===== src/rtl/vga_timing_pkg.sv =====
// 640x480@60 Hz raster constants shared by the timing generator, pixel painter and game logic.
// Counter values are 10-bit unsigned throughout.
package vga_timing_pkg;

    typedef logic [9:0] cnt_t;

    localparam int CNT_W       = 10;

    localparam int H_TOTAL     = 800;
    localparam int H_SYNC      = 96;
    localparam int H_VIS_START = 144;
    localparam int H_VIS_END   = 784;

    localparam int V_TOTAL     = 525;
    localparam int V_SYNC      = 2;
    localparam int V_VIS_START = 35;
    localparam int V_VIS_END   = 515;

    // Half-open window test: lo <= v < hi.
    function automatic logic in_window(cnt_t v, cnt_t lo, cnt_t hi);
        return (v >= lo) && (v < hi);
    endfunction

endpackage


===== src/rtl/vga_timing_gen_pixel_clk_en.sv =====
// Pixel-rate clock enable: a free-running 0..CLK_DIV-1 counter whose last count
// marks the system-clock edge on which the raster counters advance.
module pixel_clk_en #(
    parameter int CLK_DIV = 4
) (
    input  logic clk,
    input  logic Reset,
    output logic pix_en
);

    localparam int DIV_W = (CLK_DIV > 1) ? $clog2(CLK_DIV) : 1;
    localparam logic [DIV_W-1:0] DIV_LAST = DIV_W'(CLK_DIV - 1);

    logic [DIV_W-1:0] div_q;
    logic [DIV_W-1:0] div_d;

    // With CLK_DIV=1 the counter sits at 0 == DIV_LAST, so pix_en stays high.
    always_comb begin
        div_d = div_q + DIV_W'(1);
        if (div_q == DIV_LAST) begin
            div_d = '0;
        end
    end

    always_ff @(posedge clk or posedge Reset) begin
        if (Reset) begin
            div_q <= '0;
        end else begin
            div_q <= div_d;
        end
    end

    assign pix_en = (div_q == DIV_LAST);

endmodule


===== src/rtl/vga_timing_gen.sv =====
// VGA raster timing: horizontal/vertical pixel counters stepped by the pixel enable,
// with sync, visible-window and once-per-frame tick decoded combinationally from them.
module vga_timing_gen
    import vga_timing_pkg::cnt_t;
    import vga_timing_pkg::in_window;
#(
    parameter int CLK_DIV     = 4,
    parameter int H_TOTAL     = vga_timing_pkg::H_TOTAL,
    parameter int H_SYNC      = vga_timing_pkg::H_SYNC,
    parameter int H_VIS_START = vga_timing_pkg::H_VIS_START,
    parameter int H_VIS_END   = vga_timing_pkg::H_VIS_END,
    parameter int V_TOTAL     = vga_timing_pkg::V_TOTAL,
    parameter int V_SYNC      = vga_timing_pkg::V_SYNC,
    parameter int V_VIS_START = vga_timing_pkg::V_VIS_START,
    parameter int V_VIS_END   = vga_timing_pkg::V_VIS_END
) (
    input  logic       clk,
    input  logic       Reset,
    output logic [9:0] hCount,
    output logic [9:0] vCount,
    output logic       hSync,
    output logic       vSync,
    output logic       bright,
    output logic       pix_en,
    output logic       frame_tick
);

    localparam cnt_t H_LAST = cnt_t'(H_TOTAL - 1);
    localparam cnt_t V_LAST = cnt_t'(V_TOTAL - 1);

    cnt_t h_q;
    cnt_t h_d;
    cnt_t v_q;
    cnt_t v_d;
    logic line_end;

    pixel_clk_en #(
        .CLK_DIV (CLK_DIV)
    ) u_clk_en (
        .clk    (clk),
        .Reset  (Reset),
        .pix_en (pix_en)
    );

    assign line_end = pix_en && (h_q == H_LAST);

    // Line wrap and the vertical step share one edge, so both come from the same decode.
    always_comb begin
        h_d = h_q;
        v_d = v_q;
        if (pix_en) begin
            h_d = (h_q == H_LAST) ? '0 : h_q + cnt_t'(1);
        end
        if (line_end) begin
            v_d = (v_q == V_LAST) ? '0 : v_q + cnt_t'(1);
        end
    end

    always_ff @(posedge clk or posedge Reset) begin
        if (Reset) begin
            h_q <= '0;
            v_q <= '0;
        end else begin
            h_q <= h_d;
            v_q <= v_d;
        end
    end

    assign hCount     = h_q;
    assign vCount     = v_q;
    assign hSync      = !(h_q < cnt_t'(H_SYNC));
    assign vSync      = !(v_q < cnt_t'(V_SYNC));
    assign bright     = in_window(h_q, cnt_t'(H_VIS_START), cnt_t'(H_VIS_END)) &&
                        in_window(v_q, cnt_t'(V_VIS_START), cnt_t'(V_VIS_END));
    assign frame_tick = line_end && (v_q == V_LAST);

endmodule

===== config.mk =====
export PLATFORM = sky130hd
export DESIGN_NAME = vga_timing_gen
export DESIGN_NICKNAME = d
export VERILOG_FILES = /design/src/rtl/vga_timing_pkg.sv /design/src/rtl/vga_timing_gen_pixel_clk_en.sv /design/src/rtl/vga_timing_gen.sv
export SDC_FILE = /design/constraint.sdc
export NUM_CORES = 1
export LEC_CHECK = 0
export BUFFER_PORTS_ARGS = -buffer_cell sky130_fd_sc_hd__buf_2
export CORE_ASPECT_RATIO = 1.5
export CORE_UTILIZATION = 53
export CTS_CLUSTER_SIZE = 30
export DETAILED_ROUTE_END_ITERATION = 10
export PLACE_DENSITY = 0.89
export SLEW_MARGIN = 20
export SYNTH_ARGS = -nofsm -noshare
export SYNTH_HDL_FRONTEND = slang
export SYNTH_SLANG_ARGS = --single-unit

===== constraint.sdc =====
create_clock -name clk -period 2.51 [get_ports clk]
set_clock_uncertainty 0.05 [all_clocks]
set_input_delay 0.1255 -clock clk [delete_from_list [all_inputs] [get_ports clk]]
set_output_delay 0.1255 -clock clk [all_outputs]
set_load 0.1 [all_outputs]

# [After elaboration in Yosys (flattened, before gate mapping)]
# Index checks and enable logic that the tools add are counted.
[classes] n_addsub=3 order_cmp=6 muxes=3 reduce_logical=7 n_eq_ne=3
[op_table] cell="10-bit by 1-bit adder with 10-bit output, second input constant" count=2
[op_table] cell="10-bit equality test, second input constant" count=2
[op_table] cell="10-bit less-than comparator, second input constant" count=2
[op_table] cell="10-bit two-way mux" count=2
[op_table] cell="10-bit by 6-bit greater-or-equal comparator with 1-bit output, second input constant" count=1
[op_table] cell="10-bit by 8-bit greater-or-equal comparator with 1-bit output, second input constant" count=1
[op_table] cell="10-bit by 2-bit less-than comparator with 1-bit output, second input constant" count=1
[op_table] cell="10-bit by 7-bit less-than comparator with 1-bit output, second input constant" count=1
[op_table] cell="1-bit logical AND" count=5
[op_table] cell="2-bit by 1-bit adder with 2-bit output, second input constant" count=1
[op_table] cell="2-bit equality test, second input constant" count=1
[op_table] cell="1-bit zero test" count=2
[op_table] cell="2-bit two-way mux" count=1
[totals] in_bits=2 reg_bits=22 out_inout_bits=25 word_cells=25

# [Longest topological paths before layout]
# Gate-level depths: netlist of the first run.
[logic_depth] depth_word=3 mapped_depth=8 depth_no_buf=6

# [Cells and area by module]
# A second synthesis of the first run with hierarchy kept.
[unflattened] hier_cells=139 hier_area_um2=1263.7
[by_module_without_submodules] module="vga_timing_gen" seq_area_each_um2=500.5 n_inst=1 cells_per_inst=134 area_per_inst_um2=1193.6
[by_module_without_submodules] module="pixel_clk_en" seq_area_each_um2=50.0 n_inst=1 cells_per_inst=5 area_per_inst_um2=70.1

# [Least setup slack after synthesis of the first run]
# No wires, ideal clock.
[synth_timing] path_kind="flip-flop to output port" start="register u_clk_en.div_q[0]" end="output port frame_tick" stages_incl_launch_ff=7 path_slack_ps=-871 t_required_ps=2335 arrival_ps=3206 path_buffers=2 cell_sequence="dfrtp_1 ha_1 buf_2 and4_1 buf_2 nand4_4 nor2_1"
[synth_via] elab_chain_cells=3
[synth_rtl] element="start: declaration" line_no="vga_timing_gen_pixel_clk_en.sv:14" text="logic [DIV_W-1:0] div_q;"
[synth_rtl] element="start signal: assignment" line_no="vga_timing_gen_pixel_clk_en.sv:29" text="div_q <= div_d;"
[synth_rtl] element="2-bit equality test" line_no="vga_timing_gen_pixel_clk_en.sv:33" text="assign pix_en = (div_q == DIV_LAST);"
[synth_rtl] element="via pix_en" line_no="vga_timing_gen.sv:24" text="output logic pix_en,"
[synth_rtl] element="1-bit logical AND" line_no="vga_timing_gen.sv:45" text="assign line_end = pix_en && (h_q == H_LAST);"
[synth_rtl] element="1-bit logical AND" line_no="vga_timing_gen.sv:75" text="assign frame_tick = line_end && (v_q == V_LAST);"
[synth_rtl] element="end: declaration" line_no="vga_timing_gen.sv:25" text="output logic frame_tick"
# The timed path passes the listed nets, and every way through them passes these cells.

# [Worst setup path in the final report of the first run]
[layout_timing] start="register v_q[7] (netlist: vCount[7])" end="output port frame_tick"
[layout_via] elab_chain_cells=2
[layout_rtl] element="start: declaration" line_no="vga_timing_gen.sv:33" text="cnt_t v_q;"
[layout_rtl] element="start signal: assignment" line_no="vga_timing_gen.sv:65" text="v_q <= v_d;"
[layout_rtl] element="10-bit equality test" line_no="vga_timing_gen.sv:75"
[layout_rtl] element="1-bit logical AND" line_no="vga_timing_gen.sv:75"
# Every way passes these cells.

==> flow_summary.toml, run 1 <==
[die]
die_area_um2 = 2600
ios = 27
core-area_um2 = 2260
start_util_pct = 56.2
rows = 21
die_y_um = 62.0
die_w_um = 42.0

[route]
ant_nets = 0
post-route-drc-count = 0
drt-total-wl_um = 2740
route.met2.wl_um = 1470
wire_per_inst_um = 15.5
wl_met3_um = 135
vias = 1097
drt_iter0_drc = 40
avgViaCountPerCell = 6.20
firstDrtPassIters = 4
wl_met1_um = 1070
topRoutingLayerUsed = "met4"

[cts]
clock_latency_ps = 310
clock_path_buffers = 2
cts_buffers = 3
clkTransAtPathRegs_ps = 120
htree_num_levels = 1
cts_sinks = 22
cts-root-buf = "clkbuf_4"
cts_tree = "yes"

[layout]
fin_nets = 162
diodes = 0
post-route-util_pct = 64.0
syn_to_final_growth_pct = 13.8
drive_above_1_share_pct = 27.3
num-fill-cells = 193

[timing]
setup_tns_ps = 0
hold_violations = 0
worst_slack_ps = 138
tightest_slew_ps = 823
rsz0062_at_grt = "false"
fin_crit_sh_pct = 94.5
slew_headroom_pct = 45.1
maxClockFrequency_ghz = 0.422
setup_viol = 0
fin_crit_ps = 2370
drv_slew = 0

[logic_synthesis]
async_reset_ff_share_pct = 100
syn-mean-instance-area_um2 = 9.92
netlist_area_um2 = 1270
synth_top_area_share_pct = 43.3
yosysMostFrequentCell = "dfrtp_1"
synth_edf_count = 0
synth_flop_cell = "dfrtp_1"
synth_area_leader_cell = "dfrtp_1"
syn_inst = 128
synth.distinct_cells = 35
yosysWarnings = 0
syn-num-nets = 135
ys_top_cells_by_count = "22 x dfrtp_1, 10 x nand2_1, 9 x nand4_1, 8 x inv_1, 8 x nand3_1"
ys_ff_latch = 22
ys_top_cells_by_area = "dfrtp_1 43%, ha_1 4.9%, nand4_1 4.4%"
seq_area_frac_synth_pct = 43.3

[global_routing]
grt_remaining_overflow = 0
grt_usage_pct = 22.8
grt_max_degree = 23
grt_pass1_vias = 1030
grt_pass1_wl_um = 4540
antenna_found_initial = 0

[critical_path]
arrival_ps = 2200
regToRegEndpoint = "vCount[4]$_DFFE_PP0P_"
cp.depth = 4
setup.worst_path.end_class = "primary output"
worstPathRequired_ps = 2330
r2r_cells = 5
critPathLaunchType = "flop"
critPathMaxStageDelay_ps = 470
crit_fanout = 6
cp_num_buf_inv = 1
r2r_start = "u_clk_en.div_q[0]$_DFF_PP0_"
endpoint = "frame_tick"
critical_path.slowest_cell = "dfrtp_1"
crit_family = "simple AND/OR/NAND/NOR gates"
crit_chain = "nor4_2 -> nand4_1 -> nor2_4 -> buf_2"
regToRegSetupSlack_ps = 480
startpoint = "vCount[7]$_DFFE_PP0P_"
critPathKind = "flop to primary output"

[worst_hold_path]
hp-class = "flop to flop"

[placement]
gp_congestion = 0.897
port_buffers = 26
dp_hpwl_um = 2030
pre_cts_slack_ps = 431

[pwr]
power.density_nw_per_um2 = 386
ir_drop_v = 0.000389
total_leakage_power_nw = 0.729

[run_status]
status = "finished clean"

[run]
maxCapViolations = 0
timing repair:
item / 4_1_cts / 5_1_grt
hold buffers: 1 / 0
buffers inserted: 0 / 0
endpoints found under the hold margin: 22 / 0
endpoints found under the setup margin: 0 / 1
gates resized for setup: 0 / 1
final cells by class:
cell class                 instances  area [um2]  share of cell area, %
inverter                           8        30.0                   2.08
timing repair buffer              27         143                   9.87
multi-input combinational         93         657                   45.5
clock buffer                       4        36.3                   2.51
sequential                        22         551                   38.1
tap                               23        28.8                   1.99
power by group:
part	internal, mW	total (mW)	switching [mW]
sequential	0.354	0.354	0
clock	0.0886	0.194	0.106
combinational	0.00164	0.00859	0.00694
state kept, by name (all words and copies together), names as in the netlist:
signal / cells
vCount: 10
hCount: 10
u_clk_en.div_q: 2
cell usage in the layout, fill, tap and decap left out, drive strengths merged, types with 2 or more instances in the layout:
master and n:
nand2 10, o21a 2, nor2 7, nor2b 2, o21ai 7, nor3 5, nor4 2, nand3 8
dfrtp 22, mux2i 2, xnor2 4, inv 8, xor2 6, clkbuf 5, ha 5, nand4 10
a21oi 4, and3 3, buf 25, or4 2, and4 3
how the worst min path moves through the flow:
| stage | cells after the start | to | startpoint | slack [ps] |
|---|---|---|---|---|
| after floorplan | 1 | hCount[0]$_DFFE_PP0P_ | Reset | 60 |
| after global routing | 1 | u_clk_en.div_q[0]$_DFF_PP0_ | u_clk_en.div_q[0]$_DFF_PP0_ | 420 |
| after global placement | 2 | u_clk_en.div_q[0]$_DFF_PP0_ | Reset | 270 |
| final | 1 | u_clk_en.div_q[0]$_DFF_PP0_ | u_clk_en.div_q[0]$_DFF_PP0_ | 400 |
| after CTS | 1 | u_clk_en.div_q[0]$_DFF_PP0_ | u_clk_en.div_q[0]$_DFF_PP0_ | 400 |
| after detailed placement | 2 | u_clk_en.div_q[0]$_DFF_PP0_ | Reset | 280 |
through the flow:
step	instance area, um2	power [mW]	hold slack (ps)	std cells
2_1_floorplan	1280	0.366	64.7	128
3_3_place_gp	1400	0.369	266	172
3_5_place_dp	1400	0.369	276	172
4_1_cts	1440	0.561	401	177
5_1_grt	1450	0.572	423	177
6_report	1450	0.557	399	177
cell families after synthesis:
kind of cell / share of synthesized area, %
AND/OR/NAND/NOR: 27.4
flip-flops: 43.3
AO/OA/AOI/OAI: 9.16
buffers and inverters: 5.81
XOR/XNOR: 6.90
adder cells (fa/ha/maj): 4.93
multiplexers: 2.46
routing by layer:
| layer | GRT usage, % | vias to the layer above |
|---|---|---|
| li1 | - | 515 |
| met1 | 26.0 | 528 |
| met2 | 42.2 | 48 |
| met3 | 2.89 | 6 |
| met4 | 12.0 | 0 |
| met5 | 0 | - |
Note: power is estimated with default switching activity, not from simulation.
==> inputs of run 2 (changes only) <==
--- a/config.mk
+++ b/config.mk
@@ -11,6 +11,7 @@
 export CTS_CLUSTER_SIZE = 30
 export DETAILED_ROUTE_END_ITERATION = 10
 export PLACE_DENSITY = 0.89
+export REMOVE_ABC_BUFFERS = 1
 export SLEW_MARGIN = 20
 export SYNTH_ARGS = -nofsm -noshare
 export SYNTH_HDL_FRONTEND = slang
==> run 2 against run 1 <==
- non-clock buffer count grew 1
- total power increased by 0.17%
- maximum frequency decreased by 0.14%
- die area stayed put
- core utilization decreased by 0.17 points
- flip-flop and latch count unchanged
- clock power is essentially flat
- sequential share of layout area grew 0.099 points
- largest power group unchanged
==> flow_summary.toml, run 2 (synthesis gave the netlist of run 1 again) <==
[critical_path]
setup.worst_path.end_class = "primary output"
critPathLaunchType = "flop"
worstPathRequired_ps = 2330
critPathKind = "flop to primary output"
arrival_ps = 2200
crit_fanout = 8

[run_status]
status = "finished clean"

[die]
die_w_um = 42.0
rows = 21
ios = 27
start_util_pct = 56.2
core-area_um2 = 2260
die_y_um = 62.0
die_area_um2 = 2600

[placement]
dp_hpwl_um = 2050
port_buffers = 26
pre_cts_slack_ps = 394
placed_cell_area_um2 = 1390
dpl.cell_count = 173
gp_congestion = 0.927

[route]
avgViaCountPerCell = 6.12
drt-total-wl_um = 2760
ant_nets = 0
drt_iter0_drc = 18
post-route-drc-count = 0
firstDrtPassIters = 4
wire_per_inst_um = 15.5
vias = 1090

[layout]
post-route-util_pct = 63.8
layout_commonest_cell = "buf_2"
fin_nets = 163
stdcell_area_um2 = 1440
drive_above_1_share_pct = 25.8
final_cell_mix = "25 x buf_2, 22 x dfrtp_1, 10 x nand2_1"
diodes = 0
syn_to_final_growth_pct = 13.5
stdcell_count = 178

[global_routing]
grt_remaining_overflow = 0
grt_usage_pct = 23.4
grt_max_degree = 23
antenna_found_initial = 0
grt_pass1_vias = 1036
grt_pass1_wl_um = 4570

[worst_hold_path]
hp-class = "flop to flop"

[timing]
tightest_slew_ps = 825
setup_viol = 0
drv_slew = 0
hold_violations = 0
setup_tns_ps = 0
fin_crit_ps = 2370
worst_slack_ps = 135
maxClockFrequency_ghz = 0.421
fin_crit_sh_pct = 94.6
slew_headroom_pct = 44.9
rsz0062_at_grt = "false"

[cts]
cts_tree = "yes"
clock_path_buffers = 2
clock_latency_ps = 310
cts_sinks = 22
cts_buffers = 3
cts-root-buf = "clkbuf_4"
postCtsSetupBuffers = 0
htree_num_levels = 1
clkTransAtPathRegs_ps = 120

[pwr]
total_leakage_power_nw = 0.736
ir_drop_v = 0.000248
power.density_nw_per_um2 = 387

[run]
maxCapViolations = 0
[run 2: changes by cell type in the layout (fill, tap and decap cells not counted), sizes merged]
cell / change
buf: +1
[run 2: report_power, final]
part | switching (mW) | internal (mW)
sequential | 0 | 0.354
combinational | 0.00687 | 0.00163
clock | 0.107 | 0.0887
[run 2: repair_timing]
action / CTS / global route
hold buffers: 1 / 0
endpoints found under the setup margin: 0 / 1
resized for setup: 0 / 1
endpoints found under the hold margin: 22 / 0
[run 2: layout make-up]
cell class | instances | area [um2]
Clock buffer | 4 | 36.3
Inverter | 8 | 30.0
Timing Repair Buffer | 28 | 150
Multi-Input combinational cell | 93 | 646
Fill cell | 200 | 818
Tap cell | 23 | 28.8
Sequential cell | 22 | 551
[run 2: critical path, cell delays in order (launching register included)]
cell      delay, ps
dfrtp_1         500
or4_2           670
a31oi_1         210
and3_1          180
clkbuf_4        320
[run 2: path summary, 6_finish.rpt]
check	startpoint	endpoint	slack, ps	cells after the start
min in group asynchronous	Reset	u_clk_en.div_q[1]$_DFF_PP0_	450	3
hold reg to reg	u_clk_en.div_q[0]$_DFF_PP0_	u_clk_en.div_q[0]$_DFF_PP0_	390	1
max in group asynchronous	Reset	vCount[2]$_DFFE_PP0P_	1450	3
hold / removal	u_clk_en.div_q[0]$_DFF_PP0_	u_clk_en.div_q[0]$_DFF_PP0_	390	1
setup reg to reg	hCount[5]$_DFFE_PP0P_	vCount[4]$_DFFE_PP0P_	520	4
setup / recovery	hCount[5]$_DFFE_PP0P_	bright	140	4
[run 2: stage by stage]
stage	power, mW	hold slack [ps]
2_1_floorplan	0.366	64.7
3_3_place_gp	0.369	271
3_5_place_dp	0.369	281
4_1_cts	0.564	392
5_1_grt	0.577	425
6_report	0.558	389
[run 2: metal layers]
layer  global-route usage, %  up-vias  routed length [um]
met5                       0        -                   0
met4                    14.3        0                  63
met3                    2.31        7                 109
met2                    44.2       42                1470
met1                    25.5      529                1110
li1                        -      512                   -
